### config.mk
export PLATFORM = sky130hd
export DESIGN_NAME = uart_bus_ctrl
export DESIGN_NICKNAME = d
export VERILOG_FILES = /design/src/rtl/uart_bus_ctrl_pkg.sv /design/src/rtl/uart_bus_ctrl_arb.sv /design/src/rtl/uart_bus_ctrl.sv
export SDC_FILE = /design/constraint.sdc
export NUM_CORES = 1
export LEC_CHECK = 0
export ABC_AREA = 0
export CAP_MARGIN = 15
export CORE_ASPECT_RATIO = 0.6
export CORE_UTILIZATION = 42
export DETAILED_ROUTE_END_ITERATION = 10
export PLACE_DENSITY = 0.82
export SYNTH_ARGS = -nofsm -noshare
export SYNTH_HDL_FRONTEND = slang
export SYNTH_SLANG_ARGS = --single-unit
### constraint.sdc
create_clock -name clk -period 1.9 [get_ports clk]
set_clock_uncertainty 0.15 [all_clocks]
set_input_delay 0.475 -clock clk [delete_from_list [all_inputs] [get_ports clk]]
set_output_delay 0.475 -clock clk [all_outputs]
set_load 0.01 [all_outputs]
### src/rtl/uart_bus_ctrl_pkg.sv
// uart_bus_ctrl_pkg
//   Shared definitions for the UART register-bus controller. It holds:
//   - the FSM state enum
//   - the 16550-style register addresses
//   - the DLAB bit index
//   - a helper that gives the configuration write that follows a given one
package uart_bus_ctrl_pkg;

  typedef enum logic [2:0] {
    IDLE   = 3'd0,
    W_LCRD = 3'd1,
    W_DLL  = 3'd2,
    W_DLM  = 3'd3,
    W_LCR  = 3'd4,
    W_FCR  = 3'd5,
    GAP    = 3'd6,
    RUN    = 3'd7
  } state_e;

  localparam logic [2:0] ADDR_THR = 3'd0;
  localparam logic [2:0] ADDR_DLL = 3'd0;
  localparam logic [2:0] ADDR_DLM = 3'd1;
  localparam logic [2:0] ADDR_FCR = 3'd2;
  localparam logic [2:0] ADDR_LCR = 3'd3;

  localparam int DLAB_BIT = 7;

  // Successor of a configuration-write state. After the last write (W_FCR),
  // the controller goes into normal operation.
  function automatic state_e next_write(input state_e s);
    case (s)
      W_LCRD:  next_write = W_DLL;
      W_DLL:   next_write = W_DLM;
      W_DLM:   next_write = W_LCR;
      W_LCR:   next_write = W_FCR;
      default: next_write = RUN;
    endcase
  endfunction

endpackage

### src/rtl/uart_bus_ctrl_arb.sv
// uart_rr_arb2
//   Two-way round-robin arbiter with a 1-bit last-winner flag.
//   Grants are combinational from the requests. If only one side requests,
//   that side wins every cycle. If both request, the side that did not win
//   last time gets the grant.
//   Ports:
//     clk      clock
//     rst      synchronous active-high reset (last winner := B)
//     en_i     grants are allowed this cycle
//     req_a_i  request from requester A
//     req_b_i  request from requester B
//     gnt_a_o  grant to requester A
//     gnt_b_o  grant to requester B
module uart_rr_arb2 (
  input  logic clk,
  input  logic rst,
  input  logic en_i,
  input  logic req_a_i,
  input  logic req_b_i,
  output logic gnt_a_o,
  output logic gnt_b_o
);

  // 1 = B won most recently, 0 = A won most recently
  logic last_b_q, last_b_d;

  always_comb begin
    gnt_a_o  = en_i & req_a_i & (~req_b_i | last_b_q);
    gnt_b_o  = en_i & req_b_i & (~req_a_i | ~last_b_q);
    last_b_d = last_b_q;
    if (gnt_a_o) begin
      last_b_d = 1'b0;
    end else if (gnt_b_o) begin
      last_b_d = 1'b1;
    end
  end

  always_ff @(posedge clk) begin
    if (rst) begin
      last_b_q <= 1'b1;
    end else begin
      last_b_q <= last_b_d;
    end
  end

endmodule

### src/rtl/uart_bus_ctrl.sv
// uart_bus_ctrl
//   Configures a 16550-style UART over its register bus: LCR with DLAB set,
//   DLL, DLM, LCR with DLAB clear, then FCR. Each write can be followed by an
//   optional idle gap. After configuration, the controller shares the bus
//   between a transmit writer (A) and a receive reader (B) using round-robin
//   arbitration.
//   Parameter:
//     CFG_GAP  idle bus cycles after each configuration write (0..7)
//   Ports:
//     clk, rst                  clock, synchronous active-high reset
//     start                     pulse that requests the configuration sequence
//     divisor, lcr_cfg, fcr_cfg configuration values, sampled on accepted start
//     a_req, a_din, a_gnt       transmit-write requester
//     b_req, b_gnt              receive-read requester
//     b_dout, b_valid           registered read data and its one-cycle strobe
//     wr, rd, addr, din, dout   UART register bus
//     cfg_done, busy            configured flag, sequence-in-progress flag
module uart_bus_ctrl
  import uart_bus_ctrl_pkg::*;
#(
  parameter int unsigned CFG_GAP = 1
) (
  input  logic        clk,
  input  logic        rst,
  input  logic        start,
  input  logic [15:0] divisor,
  input  logic [7:0]  lcr_cfg,
  input  logic [7:0]  fcr_cfg,
  input  logic        a_req,
  input  logic [7:0]  a_din,
  output logic        a_gnt,
  input  logic        b_req,
  output logic        b_gnt,
  output logic [7:0]  b_dout,
  output logic        b_valid,
  output logic        wr,
  output logic        rd,
  output logic [2:0]  addr,
  output logic [7:0]  din,
  input  logic [7:0]  dout,
  output logic        cfg_done,
  output logic        busy
);

  // Load value for the gap counter. The gap state is entered only when
  // CFG_GAP is non-zero, so the wrap at CFG_GAP=0 is never used.
  localparam logic [2:0] GAP_LAST = 3'(CFG_GAP - 1);

  state_e      state_q, state_d;
  state_e      ret_q, ret_d;          // write state to resume after the gap
  logic [2:0]  gap_cnt_q, gap_cnt_d;
  logic        cfg_done_q, cfg_done_d;
  logic [15:0] div_q;
  logic [6:0]  lcr_q;                 // bit7 of lcr_cfg is replaced by DLAB
  logic [7:0]  fcr_q;
  logic [7:0]  b_dout_q;
  logic        b_valid_q;
  logic        start_ok;
  logic        arb_en;

  assign start_ok = start & ((state_q == IDLE) | (state_q == RUN));

  // A start in RUN takes the bus for reconfiguration, so no grant that cycle.
  assign arb_en = (state_q == RUN) & ~start;

  uart_rr_arb2 u_arb (
    .clk     (clk),
    .rst     (rst),
    .en_i    (arb_en),
    .req_a_i (a_req),
    .req_b_i (b_req),
    .gnt_a_o (a_gnt),
    .gnt_b_o (b_gnt)
  );

  // State register
  always_ff @(posedge clk) begin
    if (rst) begin
      state_q    <= IDLE;
      ret_q      <= IDLE;
      gap_cnt_q  <= 3'd0;
      cfg_done_q <= 1'b0;
    end else begin
      state_q    <= state_d;
      ret_q      <= ret_d;
      gap_cnt_q  <= gap_cnt_d;
      cfg_done_q <= cfg_done_d;
    end
  end

  // Next-state logic
  always_comb begin
    state_d    = state_q;
    ret_d      = ret_q;
    gap_cnt_d  = gap_cnt_q;
    cfg_done_d = cfg_done_q;
    case (state_q)
      IDLE, RUN: begin
        if (start_ok) begin
          state_d    = W_LCRD;
          cfg_done_d = 1'b0;
        end
      end
      W_LCRD, W_DLL, W_DLM, W_LCR, W_FCR: begin
        if (CFG_GAP == 0) begin
          state_d = next_write(state_q);
        end else begin
          state_d   = GAP;
          ret_d     = next_write(state_q);
          gap_cnt_d = GAP_LAST;
        end
      end
      GAP: begin
        if (gap_cnt_q == 3'd0) begin
          state_d = ret_q;
        end else begin
          gap_cnt_d = gap_cnt_q - 3'd1;
        end
      end
      default: state_d = IDLE;
    endcase
    // cfg_done rises in the first RUN cycle after the sequence.
    if ((state_d == RUN) && (state_q != RUN)) begin
      cfg_done_d = 1'b1;
    end
  end

  // Output logic
  always_comb begin
    wr   = 1'b0;
    rd   = 1'b0;
    addr = ADDR_THR;
    din  = 8'h00;
    case (state_q)
      W_LCRD: begin
        wr            = 1'b1;
        addr          = ADDR_LCR;
        din           = {1'b0, lcr_q};
        din[DLAB_BIT] = 1'b1;
      end
      W_DLL: begin
        wr   = 1'b1;
        addr = ADDR_DLL;
        din  = div_q[7:0];
      end
      W_DLM: begin
        wr   = 1'b1;
        addr = ADDR_DLM;
        din  = div_q[15:8];
      end
      W_LCR: begin
        wr   = 1'b1;
        addr = ADDR_LCR;
        din  = {1'b0, lcr_q};
      end
      W_FCR: begin
        wr   = 1'b1;
        addr = ADDR_FCR;
        din  = fcr_q;
      end
      RUN: begin
        if (a_gnt) begin
          wr  = 1'b1;
          din = a_din;
        end else if (b_gnt) begin
          rd = 1'b1;
        end
      end
      default: ;
    endcase
  end

  // Configuration latch and read-data capture
  always_ff @(posedge clk) begin
    if (rst) begin
      div_q     <= 16'h0000;
      lcr_q     <= 7'h00;
      fcr_q     <= 8'h00;
      b_dout_q  <= 8'h00;
      b_valid_q <= 1'b0;
    end else begin
      if (start_ok) begin
        div_q <= divisor;
        lcr_q <= lcr_cfg[6:0];
        fcr_q <= fcr_cfg;
      end
      b_valid_q <= b_gnt;
      if (b_gnt) begin
        b_dout_q <= dout;
      end
    end
  end

  assign b_dout   = b_dout_q;
  assign b_valid  = b_valid_q;
  assign cfg_done = cfg_done_q;
  assign busy     = (state_q != IDLE) && (state_q != RUN);

endmodule

==> reports/results.ini <==
[outcome]
status=finished, violations left
violations=negative setup slack

[sta]
hold_violations=0
slew_violations=0
hold_slack_ns=0.3126
worst_slack_ns=-0.4307
rsz0062_at_grt=yes
post-route-min-period_ns=2.331
clock.fmax_ghz=0.4291
setup_viol=45
layout_worst_path_cycle_share=1.227

[place]
place_inst=446
portBuffers=76
globalplace.congestion=0.8570
place_area_um2=3511
dp_hpwl_um=4880

[min_path]
worst_hold_path_type=flip-flop to flip-flop

[cts]
insertion_delay_ns=0.31
cts.path.max_buffers=2
clock_sinks=51
clk_pin_slew_ns=0.09
cts_made_buffers=5
clockRootBuffer=clkbuf_8
htreeDepth=2
cts.hold.buffers_added=0
tritoncts=yes

[floorplan]
num_io_pins=79
rows=21
die_h_um=62.46
die-area_um2=6419
die-width_um=102.8
start_util=0.4467
core_area_um2=5728

[global_route]
grt.total_usage=0.2386
grt_max_degree=47
antenna_found_initial=0
grt_pass1_wl_um=11720
first_global_vias=2416
grt_overflow=0

[detailed_routing]
wl_met1_um=3603
detail_route.drc_violations=0
ant_nets=0
wl_met3_um=763
viasPerCell=5.509
first_pass_iters=5
routed_wl_um=8514
num_vias=2628
wl_met2_um=3807
dr.max_layer_used=met4
wl_per_cell_um=17.85
drtIter0Drc=224

[synth]
synthesis.area_um2=2559
ys_seq_area_frac=0.3990
synth-seq-cells=51
yosys.area.top_type=dfxtp_1
syn_avg_cell_area_um2=8.884
synthDistinctLibCells=44
synth-edff-count=0
synth_nets=343
netlist_instances=288
yosys_warnings=0
synth_area_leaders=dfxtp_1 40%, mux2i_1 18%, nand2_1 12%
async_reset_ff_frac=0
dominantRegCellSynth=dfxtp_1
synth_top_area_frac=0.3990

[power_and_ir_drop]
p_leak_nw=1.630
netSwitchingPower_mw=1.850
sequentialPowerShare=0.289
ir_drop_mv=0.6955
p_comb_frac=0.540
total_power_mw=5.203
p_int_mw=3.353
p_sw_frac=0.3556
p_per_area_nw_per_um2=1271
clkPwrFrac=0.171

[layout]
final_util=0.7147
num_antenna_cells=0
fin_area_um2=4094
fin_cells=477
drive_gt1_frac=0.2746
final_common_cell=nand2_1
layout-area-overhead-vs-synth_pct=60.00
final_cell_mix=81 x nand2_1, 58 x clkdlybuf4s50_1, 48 x dfxtp_1, 39 x mux2i_1, 23 x buf_6
nets=451

[worst_setup_path]
critPathKind=flip-flop to primary output
cp.arrival_ns=1.71
cp-end-kind=primary output
cp_data_required_time_ns=1.27
critPathLaunchType=flip-flop
cp_max_fo=9

[run]
maxCapViolCount=0

state kept, by name (all words and copies together), names as in the netlist:
register / cells
div_q: 16
b_dout: 8
fcr_q: 8
lcr_q: 7
gap_cnt_q: 3
ret_q: 3
state_q: 3
b_valid: 1
cfg_done: 1
u_arb.last_b_q: 1
worst max-delay path, stage by stage, from the launching register on:
cell,delay (ns)
dfxtp_4,0.42
nand4b_1,0.22
nor3_4,0.28
buf_6,0.17
a221o_1,0.16
buf_2,0.14
repair_timing:
action / 4_1_cts / 5_1_grt
cloned: 2 / 2
gates resized for setup: 108 / 35
pin swaps: 9 / 13
endpoints found under the setup margin: 46 / 46
buffers inserted: 8 / 15
power groups by stage:
stage          Clock (mW)  Sequential (mW)  Combinational (mW)
5_1_grt             0.947             1.52                2.93
3_5_place_dp            0             1.45                1.87
6_report            0.890             1.50                2.81
4_1_cts             0.891             1.46                2.12
3_3_place_gp            0             1.45                1.83
2_1_floorplan           0             1.38                1.27
area by class of cell:
class	count	area, um^2
clock buffers	6	72.57
clock inverters	2	60.06
fillers	390	1634
inverters	8	30.03
multi-input cells	205	1518
flip-flops and latches	51	1030
well taps	80	100.1
repair buffers	125	1284
cells by family after synthesis:
family / Yosys count / synth area share
xor+xnor: 1 / 0.003424
compound gates: 45 / 0.1369
buf+inv: 32 / 0.08117
flops: 51 / 0.3990
fa+ha+maj: 2 / 0.009778
simple gates: 111 / 0.1922
mux: 45 / 0.1760
other cells: 1 / 0.001466
per-stage QoR:
stage	TNS, ns	worst slack (ns)
2_1_floorplan	-0.3466	-0.04332
3_3_place_gp	-14.74	-0.9456
3_5_place_dp	-15.89	-0.9913
4_1_cts	-3.681	-0.3763
5_1_grt	-10.52	-0.4803
6_report	-8.072	-0.4307
synthesized netlist by cell type, types with 3 or more instances:
cell type   n
o2bb2ai_1   7
nor2b_1     3
nand2_1    81
a221o_1     8
dfxtp_1    51
a21oi_1     4
buf_6       3
buf_12      3
mux2i_1    45
nor2_1      8
nand2b_1    3
clkbuf_1   11
o32ai_1     3
and3_1      4
inv_1       7
buf_2       4
o21ai_0     8
buf_4       3
metal layers:
metal | vias up | GRT usage
li1 | 1205 | -
met1 | 1232 | 0.3178
met2 | 153 | 0.3850
met3 | 38 | 0.06040
met4 | 0 | 0.05810
met5 | - | 0
final timing paths:
| check | startpoint | to | slack, ns | cells past startpoint |
|---|---|---|---|---|
| min | div_q[7] | div_q[7] | 0.31 | 2 |
| max reg2reg | state_q[2] | lcr_q[1] | -0.15 | 10 |
| max | state_q[0] | din[1] | -0.43 | 5 |
| min reg2reg | div_q[7] | div_q[7] | 0.31 | 2 |
Note: power is estimated with default switching activity, not from simulation.
